==> config.mk <==
export PLATFORM = sky130hd
export DESIGN_NAME = spike_encoder
export DESIGN_NICKNAME = d
export VERILOG_FILES = /design/src/rtl/spike_encoder.sv
export SDC_FILE = /design/constraint.sdc
export NUM_CORES = 1
export LEC_CHECK = 0
export ABC_CLOCK_PERIOD_IN_PS = 7990
export CORE_MARGIN = 1
export CORE_UTILIZATION = 30
export CTS_BUF_LIST = sky130_fd_sc_hd__clkbuf_4 sky130_fd_sc_hd__clkbuf_8
export CTS_CLUSTER_SIZE = 10
export DETAILED_ROUTE_END_ITERATION = 8
export PLACE_DENSITY_LB_ADDON = 0.2
export SKIP_LAST_GASP = 1
export SLEW_MARGIN = 20
export SYNTH_ARGS = -nofsm -noshare
export SYNTH_HDL_FRONTEND = slang
export SYNTH_SLANG_ARGS = --single-unit
==> constraint.sdc <==
create_clock -name clk -period 7.99 [get_ports clk]
set_input_delay 1.598 -clock clk [delete_from_list [all_inputs] [get_ports clk]]
set_output_delay 1.598 -clock clk [all_outputs]
set_load 0.01 [all_outputs]
==> src/rtl/spike_encoder.sv <==
`default_nettype none
// =====================================================================
// Module : spike_encoder
// Rate-codes each row of a 24-lane pixel SPBRAM image into a spike
// bundle by comparing shifted intensities against per-lane Galois LFSRs.
// Rev    : 1.0
// =====================================================================
module spike_encoder #(
    parameter int unsigned SEED   = 1000,
    parameter int unsigned N_ROWS = 24
) (
    input  logic         clk,
    input  logic         reset,
    input  logic         i_run,
    input  logic         i_init,
    input  logic [2:0]   i_rate_shift,
    output logic [4:0]   addr,
    output logic         ce,
    input  logic [191:0] q,
    output logic [23:0]  o_spike_bundle,
    output logic         o_valid,
    output logic         o_done,
    output logic         o_busy,
    output logic [9:0]   o_spike_cnt
);

    localparam int unsigned c_lanes    = 24;
    localparam logic [4:0]  c_last_row = 5'(N_ROWS - 1);

    typedef enum logic [1:0] {
        S_IDLE  = 2'd0,
        S_READ  = 2'd1,
        S_DRAIN = 2'd2,
        S_DONE  = 2'd3
    } state_t;

    state_t      r_state;
    state_t      w_next;

    logic [4:0]  r_row;
    logic        r_ce_d;
    logic        r_valid;
    logic [23:0] r_bundle;
    logic [9:0]  r_cnt;
    logic [2:0]  r_shift;

    logic        w_start;
    logic [23:0] w_bundle;
    logic [4:0]  w_pop;

    assign w_start = (r_state == S_IDLE) && i_run && !i_init;

    always_ff @(posedge clk) begin
        if (reset) begin
            r_state <= S_IDLE;
        end else begin
            r_state <= w_next;
        end
    end

    always_comb begin
        w_next = r_state;
        case (r_state)
            S_IDLE:  if (i_run) w_next = S_READ;
            S_READ:  if (r_row == c_last_row) w_next = S_DRAIN;
            // The final bundle is on the output once the read pipe is empty.
            S_DRAIN: if (r_valid && !r_ce_d) w_next = S_DONE;
            S_DONE:  w_next = S_IDLE;
            default: w_next = S_IDLE;
        endcase
        if (i_init) begin
            w_next = S_IDLE;
        end
    end

    always_ff @(posedge clk) begin
        if (reset) begin
            r_row    <= '0;
            r_ce_d   <= 1'b0;
            r_valid  <= 1'b0;
            r_bundle <= '0;
            r_cnt    <= '0;
            r_shift  <= '0;
        end else if (i_init) begin
            r_row    <= '0;
            r_ce_d   <= 1'b0;
            r_valid  <= 1'b0;
            r_cnt    <= '0;
        end else begin
            r_ce_d  <= (r_state == S_READ);
            r_valid <= r_ce_d;
            if (w_start) begin
                r_row   <= '0;
                r_cnt   <= '0;
                r_shift <= i_rate_shift;
            end else if (r_state == S_READ) begin
                r_row <= (r_row == c_last_row) ? 5'd0 : r_row + 5'd1;
            end
            if (r_ce_d) begin
                r_bundle <= w_bundle;
                r_cnt    <= r_cnt + {5'd0, w_pop};
            end
        end
    end

    always_comb begin
        w_pop = '0;
        for (int l = 0; l < c_lanes; l++) begin
            w_pop = w_pop + {4'd0, w_bundle[l]};
        end
    end

    for (genvar l = 0; l < 24; l++) begin : g_lane
        localparam int unsigned c_raw  = (SEED + 97 * l) % 65536;
        localparam logic [15:0] c_seed = (c_raw == 0) ? 16'd1 : 16'(c_raw);

        logic [15:0] r_lfsr;
        logic [7:0]  w_pix;

        assign w_pix       = q[l*8 +: 8] >> r_shift;
        assign w_bundle[l] = (w_pix > r_lfsr[7:0]);

        // Advance only on cycles where a pixel row is being compared.
        always_ff @(posedge clk) begin
            if (reset || i_init) begin
                r_lfsr <= c_seed;
            end else if (r_ce_d) begin
                r_lfsr <= {1'b0, r_lfsr[15:1]} ^ (r_lfsr[0] ? 16'hB400 : 16'h0000);
            end
        end
    end

    assign addr           = r_row;
    assign ce             = (r_state == S_READ);
    assign o_spike_bundle = r_bundle;
    assign o_valid        = r_valid;
    assign o_done         = (r_state == S_DONE);
    assign o_busy         = (r_state != S_IDLE);
    assign o_spike_cnt    = r_cnt;

endmodule
`default_nettype wire

==> results.sh, run 1 <==
export IMPL_path_clk_slew_ps=60
export IMPL_route_detailed_wl_per_inst_um=16.4
export IMPL_postLayoutCellArea_um2=31100
export IMPL_powerDensity_nw_per_um2=191
export IMPL_viasPerCell=4.74
export IMPL_rsz0062_at_grt="no"
export IMPL_hold_class="reg -> reg"
export IMPL_fmax_ghz=0.133
export IMPL_tightestPinTransition_ps=1030
export IMPL_drc_errors=0
export IMPL_fin_nets=3581
export IMPL_endpoint="o_spike_cnt[8]"
export IMPL_cts_root_buf="clkbuf_8"
export IMPL_synth_adder_area_share_pct=11.7
export IMPL_startpoint="q[67]"
export IMPL_leakage_nw=11.7
export IMPL_ys_warn_count=0
export IMPL_dp_hpwl_mm=50.5
export IMPL_placed_cell_area_um2=29300
export IMPL_setup_worst_path_class="in -> reg"
export IMPL_utilization_pct=37.0
export IMPL_finalHoldViolations=0
export IMPL_grt_pass1_wl_mm=112
export IMPL_io_pins=242
export IMPL_post_cts_setup_buffers=0
export IMPL_synthFlopType="dfxtp_1"
export IMPL_synth_mux_area_share_pct=17.5
export IMPL_cts_made_buffers=83
export IMPL_p_total_mw=5.95
export IMPL_ys_ff_latch=430
export IMPL_antenna_left=0
export IMPL_drive_gt1_share_pct=9.47
export IMPL_syn_mean_instance_area_um2=8.69
export IMPL_dr_pass1_iters=4
export IMPL_synthCells=2950
export IMPL_hold_buffers=0
export IMPL_worst_slack_ps=479
export IMPL_cts_resized=0
export IMPL_skew_ps=29.6
export IMPL_maxCapViolCount=0
export IMPL_regArea_um2=8620
export IMPL_irDropWorstVdd_v=0.000152
export IMPL_fp_row_count=106
export IMPL_gr_usage_all_layers_pct=16.4
export IMPL_synth_top_family_by_area="multiplexers"
export IMPL_syn2layout_area_growth_pct=21.4
export IMPL_die_area_um2=86600
export IMPL_clock_latency_ps=660
export IMPL_synth_compound_area_share_pct=14.6
export IMPL_async_flop_share_pct=0
export IMPL_worst_setup_path_start_kind="input pin"
export IMPL_h_tree_depth=3
export IMPL_stdcell_count=4359
export IMPL_portBuffers=241
export IMPL_netlist_area_um2=25600
export IMPL_dieWidth_um=294
export IMPL_seq_area_frac_synth_pct=33.6
export IMPL_vias=20641
export IMPL_fillers=8785
export IMPL_drt_total_wl_mm=71.5
export IMPL_syn_num_nets=3377
export IMPL_min_from="o_spike_bundle[9]"
export IMPL_reg2reg_from="r_shift[1]"
export IMPL_synthSimpleGateAreaFrac_pct=13.0
export IMPL_synth_edf_count=0
export IMPL_worstReg2RegEnd="o_spike_cnt[8]"
export IMPL_path_max_fanout=3
export IMPL_cts_max_path_buffers=3
export IMPL_setup_viol=0
export IMPL_dp_cells=4203
export IMPL_critPathRequiredTime_ps=8530
export IMPL_end_kind="flop"
export IMPL_reg2reg_slack_ps=690
export IMPL_slew_headroom_pct=31.0
export IMPL_fin_crit_ps=7510
export IMPL_drt_initial_drc_count=931
export IMPL_dp_slack_ps=-150
export IMPL_grt_pass1_vias=20162
export IMPL_finalMaxSlewViolations=0
export IMPL_place_gp_congestion=0.812
export IMPL_grt_ovfl_total=0
export IMPL_cp_arrival_ps=8050
export IMPL_grt_max_degree=192
export IMPL_synth_distinct_cells=49
export IMPL_fp_coreArea_um2=84100
export IMPL_synth_xor_area_share_pct=2.56
export IMPL_cts_tree="yes"
export IMPL_start_util_pct=30.5
export IMPL_cts_sinks=430
export IMPL_period_share_pct=94.0
export IMPL_die_h_um=294
export IMPL_r2r_cells=24
export IMPL_multi_input_area_um2=15200
export IMPL_antenna_found_initial=14
export IMPL_status="finished clean"
-- worst max-delay path, stage by stage --
cell and delay, ps:
clkdlybuf4s50_1 430, mux2_2 280, a21oi_1 150, o22ai_1 120, ha_1 320, a211oi_1 230
o221ai_1 160, a221oi_1 280, a21oi_1 170, fa_1 660, inv_1 80, fa_1 460
fa_1 500, fa_1 530, fa_1 420, fa_1 420, fa_1 410, nand2b_1 180
a21oi_1 220, o21ai_0 160, a21oi_1 170, o211ai_1 110
-- placed cells by master, fill, tap and decap left out, drive strengths merged, types with 10 or more instances in the layout --
master,netlist,routed
nor2,363,363
o21ai,128,128
xnor2,73,73
a211oi,102,102
nand4,29,29
clkinv,0,18
nand2,272,272
o211ai,99,99
and2,24,24
and3,11,11
o21bai,10,10
clkdlybuf4s50,0,241
a221oi,12,12
mux4,24,24
a21oi,147,147
inv,213,218
a21o,25,25
ha,209,209
a22oi,10,10
buf,146,92
o221ai,10,10
fa,19,19
nand3,12,12
mux2,24,24
mux2i,366,366
clkbuf,68,121
nand2b,30,30
dfxtp,430,430
o22ai,29,29
nor2b,37,37
-- routing by layer --
metal  up-vias  global-route usage (%)  share of wire, %
met1      9455                    22.3                49
met5         -                       0              0.14
met2       411                    25.5                42
met4        18                    5.03               2.4
li1      10644                       -                 -
met3       113                    4.06               5.8
-- per-stage QoR --
| step | hold WS (ps) | setup TNS (ps) |
|---|---|---|
| after floorplan | 439 | 0 |
| after global placement | 438 | -190 |
| after detailed placement | 442 | -293 |
| after CTS | 455 | 0 |
| after global routing | 487 | 0 |
| final | 453 | 0 |
-- layout make-up --
class / count / area share [%]
Tap cell: 1134 / 4.56
Clock buffer: 121 / 5.01
Sequential cell: 430 / 27.7
Timing Repair Buffer: 333 / 10.2
Clock inverter: 30 / 0.921
Inverter: 213 / 2.57
Antenna cell: 5 / 0.0402
Multi-Input combinational cell: 2093 / 49.0
-- how the worst min path moves through the flow --
| stage | cells after the start | endpoint | slack (ps) |
|---|---|---|---|
| after floorplan | 2 | g_lane[10].r_lfsr[9] | 440 |
| after global placement | 2 | o_spike_bundle[9] | 440 |
| after detailed placement | 2 | o_spike_bundle[16] | 440 |
| after CTS | 2 | o_spike_bundle[16] | 460 |
| after global routing | 2 | g_lane[5].r_lfsr[2] | 490 |
| final | 2 | o_spike_bundle[9] | 450 |
-- Yosys cell counts (10+ instances only) --
| cell type | instances | share of area (%) |
|---|---|---|
| dfxtp_1 | 430 | 34 |
| mux2i_1 | 366 | 14 |
| nor2_1 | 362 | 5.3 |
| nand2_1 | 272 | 4.0 |
| inv_1 | 213 | 3.1 |
| ha_1 | 209 | 10 |
| a21oi_1 | 147 | 2.9 |
| o21ai_0 | 126 | 2.5 |
| a211oi_1 | 102 | 3.0 |
| o211ai_1 | 99 | 2.9 |
| buf_2 | 97 | 1.9 |
| xnor2_1 | 73 | 2.5 |
| clkbuf_1 | 68 | 1.0 |
| nor2b_1 | 37 | 0.90 |
| buf_1 | 33 | 0.48 |
| nand2b_1 | 30 | 0.73 |
| nand4_1 | 29 | 0.71 |
| o22ai_1 | 29 | 0.71 |
| a21o_1 | 25 | 0.73 |
| and2_1 | 24 | 0.59 |
| mux2_2 | 24 | 1.1 |
| mux4_2 | 24 | 2.1 |
| fa_1 | 19 | 1.5 |
| a221oi_1 | 12 | 0.41 |
| nand3_1 | 12 | 0.23 |
| and3_1 | 11 | 0.27 |
| a22oi_1 | 10 | 0.29 |
| o21bai_1 | 10 | 0.29 |
| o221ai_1 | 10 | 0.34 |
-- logic make-up (layout without fill, tap and decap cells) --
family          after synthesis  after routing
other cells                   0              5
fa+ha+maj                   228            228
xor+xnor                     75             75
simple gates                788            788
flops                       430            430
mux                         414            414
compound gates              588            588
buf+inv                     427            697
-- power breakdown --
group | internal (mW) | leakage (nW) | switching (mW)
Combinational | 0.631 | 7.24 | 0.736
Clock | 1.40 | 0.982 | 1.01
Sequential | 2.16 | 3.48 | 0.0214
-- state kept, by name, indices dropped and copies added, names as in the netlist --
name	cells
addr	5
g_lane.r_lfsr	384
o_spike_bundle	24
o_spike_cnt	10
o_valid	1
r_ce_d	1
r_shift	3
r_state	2
Power figures use the tool's default switching activity.
==> run 2: changes to the inputs <==
--- a/config.mk
+++ b/config.mk
@@ -11,6 +11,7 @@
 export CTS_BUF_LIST = sky130_fd_sc_hd__clkbuf_4 sky130_fd_sc_hd__clkbuf_8
 export CTS_CLUSTER_SIZE = 10
 export DETAILED_ROUTE_END_ITERATION = 8
+export GPL_TIMING_DRIVEN = 0
 export PLACE_DENSITY_LB_ADDON = 0.2
 export SKIP_LAST_GASP = 1
 export SLEW_MARGIN = 20
==> results.sh, run 2 (synthesis results as in run 1) <==
export IMPL_status="finished clean"
export IMPL_maxCapViolCount=0
export IMPL_dieWidth_um=294
export IMPL_r2r_cells=22
export IMPL_p_sw_share_pct=31.9
export IMPL_finalHoldViolations=0
export IMPL_hold_class="reg -> reg"
export IMPL_viasPerCell=5.18
export IMPL_dp_slack_ps=-644
export IMPL_skew_ps=34.7
export IMPL_grt_ovfl_total=0
export IMPL_min_path_cells=2
export IMPL_worst_slack_ps=142
export IMPL_drt_total_wl_mm=103
export IMPL_grt_max_degree=13
export IMPL_die_h_um=294
export IMPL_period_share_pct=98.2
export IMPL_slew_headroom_pct=13.6
export IMPL_setup_viol=0
export IMPL_largest_register_ffs=384
export IMPL_tightestPinTransition_ps=1300
export IMPL_rsz0062_at_grt="no"
export IMPL_setup_tns_ps=0
export IMPL_start_util_pct=30.5
export IMPL_vias=23128
export IMPL_setup_worst_path_class="in -> reg"
export IMPL_pwr_share_seq_pct=36.7
export IMPL_layout_common_cells="dfxtp_1 (430), nor2_1 (362), mux2i_1 (361), nand2_1 (272), clkdlybuf4s50_1 (240)"
export IMPL_critPathRequiredTime_ps=8540
export IMPL_layout_commonest_cell="dfxtp_1"
export IMPL_fin_crit_ps=7850
export IMPL_cp_arrival_ps=8400
export IMPL_h_tree_depth=3
export IMPL_io_pins=242
export IMPL_p_int_mw=4.03
export IMPL_syn2layout_area_growth_pct=21.9
export IMPL_dp_cells=4326
export IMPL_fp_row_count=106
export IMPL_cts_made_buffers=78
export IMPL_portBuffers=241
export IMPL_pwr_share_comb_pct=24.9
export IMPL_finalMaxSlewViolations=0
export IMPL_utilization_pct=37.2
export IMPL_end_kind="flop"
export IMPL_drt_initial_drc_count=2037
export IMPL_dr_pass1_iters=7
export IMPL_path_clk_slew_ps=60
export IMPL_hold_buffers=0
export IMPL_p_total_mw=5.93
export IMPL_dp_hpwl_mm=78.2
export IMPL_fin_nets=3700
export IMPL_cts_max_path_buffers=3
export IMPL_grt_pass1_wl_mm=148
export IMPL_top_register="g_lane.r_lfsr"
export IMPL_antenna_left=0
export IMPL_path_max_fanout=4
export IMPL_irDropWorstVdd_v=0.000189
export IMPL_fmax_ghz=0.127
export IMPL_cts_tree="yes"
export IMPL_fp_coreArea_um2=84100
export IMPL_die_area_um2=86600
export IMPL_switchingPower_mw=1.89
export IMPL_worst_setup_path_start_kind="input pin"
export IMPL_powerDensity_nw_per_um2=190
export IMPL_stdcell_count=4467
export IMPL_route_detailed_wl_per_inst_um=23.1
export IMPL_clock_latency_ps=690
export IMPL_cts_sinks=430
export IMPL_p_clk_share_pct=38.4
export IMPL_leakage_nw=11.9
export IMPL_grt_pass1_vias=22388
export IMPL_drc_errors=0
export IMPL_antenna_found_initial=7
export IMPL_place_gp_congestion=0.948
export IMPL_gr_usage_all_layers_pct=23.4
export IMPL_drive_gt1_share_pct=9.86
export IMPL_cts_root_buf="clkbuf_8"
## run 2: cell count changes in the layout (fill, tap and decap cells not counted), moves of 6 or more
cell	change
buf_1	+32
buf_12	-6
buf_2	+97
buf_4	-78
buf_6	+9
clkbuf_1	+56
clkbuf_2	+12
clkbuf_4	+6
clkbuf_8	-11
clkinv_2	-11
## run 2: power groups by stage
stage | Combinational [mW] | Clock [mW] | Sequential, mW
after global routing | 1.62 | 2.43 | 2.18
after floorplan | 0.901 | 0 | 2.22
final | 1.48 | 2.28 | 2.17
after detailed placement | 1.44 | 0 | 2.22
after CTS | 1.45 | 2.33 | 2.17
after global placement | 1.42 | 0 | 2.22
## run 2: stage by stage
stage,cell area (µm²),hold WS (ps)
5_1_grt,31300,461
3_5_place_dp,29500,442
4_1_cts,31100,451
6_report,31300,447
2_1_floorplan,25600,439
3_3_place_gp,29500,440
## run 2: area by class of cell
class	count	area, µm²
Timing Repair Buffer	243	2430
Inverter	213	800
Clock inverter	19	218
Clock buffer	116	1450
Antenna cell	5	12.5
Sequential cell	430	8610
Buffer	214	1050
Tap cell	1134	1420
Fill cell	8895	52800
Multi-Input combinational cell	2093	15300
## run 2: worst max-delay path, cell delays in order
cell and delay, ps:
clkdlybuf4s50_1 490, mux2i_1 330, nor2_1 70, a21oi_1 190
nor2_1 80, ha_1 210, a21o_1 150, a21oi_1 190
o21ai_0 110, o21ai_0 730, fa_1 570, fa_1 560
fa_1 450, fa_1 550, fa_1 440, fa_1 410
fa_1 410, nand2b_1 180, a21oi_1 230, o21ai_0 170
a31oi_1 190, mux2i_1 80
## run 2: timing repair
item                                    4_1_cts  5_1_grt
endpoints found under the setup margin        2        3
setup buffers                                 0        1
resized for setup                             1       37
## run 2: final timing paths
kind	from	endpoint	slack, ps
hold / removal	o_spike_bundle[3]	o_spike_bundle[3]	450
setup / recovery	q[167]	o_spike_cnt[6]	140
hold reg to reg	o_spike_bundle[3]	o_spike_bundle[3]	450
setup reg to reg	r_shift[2]	o_spike_cnt[6]	270
## run 2: metal layers
layer  up-vias  global-route usage (%)  share of wire (%)
met5         -                       0              0.034
met4         6                    9.58                4.1
met3       225                    6.41                9.3
met2      1028                    35.1                 42
met1     11016                    31.5                 45
li1      10853                       -                  -
==> run 3: changes to the inputs <==
--- a/config.mk
+++ b/config.mk
@@ -12,7 +12,7 @@
 export CTS_CLUSTER_SIZE = 10
 export DETAILED_ROUTE_END_ITERATION = 8
 export GPL_TIMING_DRIVEN = 0
-export PLACE_DENSITY_LB_ADDON = 0.2
+export PLACE_DENSITY_LB_ADDON = 0.25
 export SKIP_LAST_GASP = 1
 export SLEW_MARGIN = 20
 export SYNTH_ARGS = -nofsm -noshare
==> results.sh, run 3 (synthesis results as in run 1) <==
export IMPL_status="finished clean"
export IMPL_fmax_ghz=0.128
export IMPL_io_pins=242
export IMPL_dr_pass1_iters=5
export IMPL_viasPerCell=5.14
export IMPL_maxCapViolCount=0
export IMPL_grt_ovfl_total=0
export IMPL_path_depth=21
export IMPL_cts_sinks=430
export IMPL_path_common_cell="fa_1"
export IMPL_antenna_left=0
export IMPL_drc_errors=0
export IMPL_drive_gt1_share_pct=9.60
export IMPL_finalHoldViolations=0
export IMPL_finalMaxSlewViolations=0
export IMPL_grt_pass1_vias=22299
export IMPL_powerDensity_nw_per_um2=188
export IMPL_setup_worst_path_class="reg -> reg"
export IMPL_path_max_fanout=10
export IMPL_drt_initial_drc_count=2171
export IMPL_reg2reg_slack_ps=180
export IMPL_dieWidth_um=294
export IMPL_r2r_cells=21
export IMPL_irDropWorstVdd_v=0.000141
export IMPL_min_from="o_spike_bundle[10]"
export IMPL_cp_num_buf_inv=3
export IMPL_start_util_pct=30.5
export IMPL_hold_class="reg -> reg"
export IMPL_slowest_stage="clkbuf_1"
export IMPL_layout_common_cells="dfxtp_1 (430), mux2i_1 (363), nor2_1 (362), nand2_1 (272), clkdlybuf4s50_1 (240)"
export IMPL_fp_row_count=106
export IMPL_portBuffers=241
export IMPL_critical_path_top_delay_family="adder cells"
export IMPL_fp_coreArea_um2=84100
export IMPL_path_clk_slew_ps=60
export IMPL_endpoint="o_spike_cnt[8]"
export IMPL_worst_setup_path_start_kind="flop"
export IMPL_leakage_nw=11.9
export IMPL_hold_buffers=0
export IMPL_syn2layout_area_growth_pct=21.9
export IMPL_setup_viol=0
export IMPL_path_cells="buf_2, clkbuf_1, clkbuf_1, nor2_1, ha_1, a21o_1, a21oi_1, o21ai_0, o21ai_1, fa_1, fa_1, fa_1, fa_1, fa_1, fa_1, fa_1, nand2b_1, a21oi_1, o21ai_0, a21oi_1, o211ai_1"
export IMPL_dp_hpwl_mm=77.0
export IMPL_grt_max_degree=11
export IMPL_utilization_pct=37.2
export IMPL_vias=22934
export IMPL_p_total_mw=5.88
export IMPL_grt_pass1_wl_mm=147
export IMPL_antenna_found_initial=2
export IMPL_cts_made_buffers=76
export IMPL_cts_max_path_buffers=3
export IMPL_reg2reg_from="r_shift[2]"
export IMPL_die_h_um=294
export IMPL_tightestPinTransition_ps=1240
export IMPL_top_register="g_lane.r_lfsr"
export IMPL_fin_crit_ps=7810
export IMPL_largest_register_ffs=384
export IMPL_layout_commonest_cell="dfxtp_1"
export IMPL_fillers=8796
export IMPL_fin_nets=3700
export IMPL_critPathRequiredTime_ps=8520
export IMPL_h_tree_depth=3
export IMPL_startpoint="r_shift[2]"
export IMPL_end_kind="flop"
export IMPL_die_area_um2=86600
export IMPL_slew_headroom_pct=17.6
export IMPL_period_share_pct=97.7
export IMPL_clock_latency_ps=660
export IMPL_cts_tree="yes"
export IMPL_cts_root_buf="clkbuf_8"
export IMPL_skew_ps=25.7
export IMPL_place_gp_congestion=0.963
export IMPL_drt_total_wl_mm=102
export IMPL_route_detailed_wl_per_inst_um=22.8
export IMPL_worstReg2RegEnd="o_spike_cnt[8]"
export IMPL_cp_arrival_ps=8340
export IMPL_cpPeakStageDelay_ps=840
export IMPL_gr_usage_all_layers_pct=23.1
## run 3: final cells by class
| type | count | area, µm² | share of cell area (%) |
|---|---|---|---|
| tap | 1134 | 1420 | 4.54 |
| buffer | 214 | 1050 | 3.38 |
| multi-input combinational | 2093 | 15300 | 48.9 |
| clock buffer | 113 | 1440 | 4.60 |
| antenna | 3 | 7.51 | 0.0240 |
| sequential | 430 | 8610 | 27.6 |
| clock inverter | 16 | 208 | 0.665 |
| timing repair buffer | 245 | 2440 | 7.82 |
| inverter | 213 | 800 | 2.56 |
## run 3: how the worst min path moves through the flow
stage                            to  slack (ps)  cells past startpoint
2_1_floorplan  g_lane[10].r_lfsr[9]         440                      2
3_3_place_gp     o_spike_bundle[10]         440                      2
3_5_place_dp     o_spike_bundle[10]         440                      2
4_1_cts          o_spike_bundle[10]         460                      2
5_1_grt          o_spike_bundle[14]         480                      2
6_report         o_spike_bundle[10]         450                      2
## run 3: report_power, final
part | leakage, nW | internal [mW] | switching (mW)
Sequential | 3.47 | 2.16 | 0.0117
Combinational | 7.53 | 0.593 | 0.862
Clock | 0.873 | 1.31 | 0.949
## run 3: metrics by stage
| stage | setup WS [ps] | cell area, µm² | TNS (ps) | cells | hold WS (ps) |
|---|---|---|---|---|---|
| after floorplan | 861 | 25600 | 0 | 2950 | 439 |
| after global placement | -865 | 29500 | -4600 | 4325 | 439 |
| after global routing | -2.79 | 31200 | -2.79 | 4459 | 482 |
| after detailed placement | -635 | 29500 | -2610 | 4326 | 443 |
| final | 181 | 31200 | 0 | 4461 | 452 |
| after CTS | 56.4 | 31100 | 0 | 4455 | 457 |
## run 3: repair_timing
| item | CTS | global route |
|---|---|---|
| setup endpoints to repair | 0 | 3 |
| resized for setup | 0 | 32 |
| setup buffers | 0 | 3 |
## run 3: metal layers
layer | wire, µm | up-vias | GRT usage [%]
met2 | 42300 | 1000 | 34.5
li1 | - | 10852 | -
met1 | 46200 | 10913 | 31.7
met5 | 0 | - | 0
met4 | 3340 | 0 | 8.21
met3 | 9900 | 169 | 6.21
## run 3: worst reg2reg max path, cell delays in order (launching register included)
cell and delay (ps):
dfxtp_1 300, buf_2 170, clkbuf_1 700, clkbuf_1 850, nor2_1 160, ha_1 230, a21o_1 150, a21oi_1 180
o21ai_0 120, o21ai_1 580, fa_1 550, fa_1 570, fa_1 460, fa_1 530, fa_1 440, fa_1 410
fa_1 420, nand2b_1 190, a21oi_1 230, o21ai_0 150, a21oi_1 170, o211ai_1 110
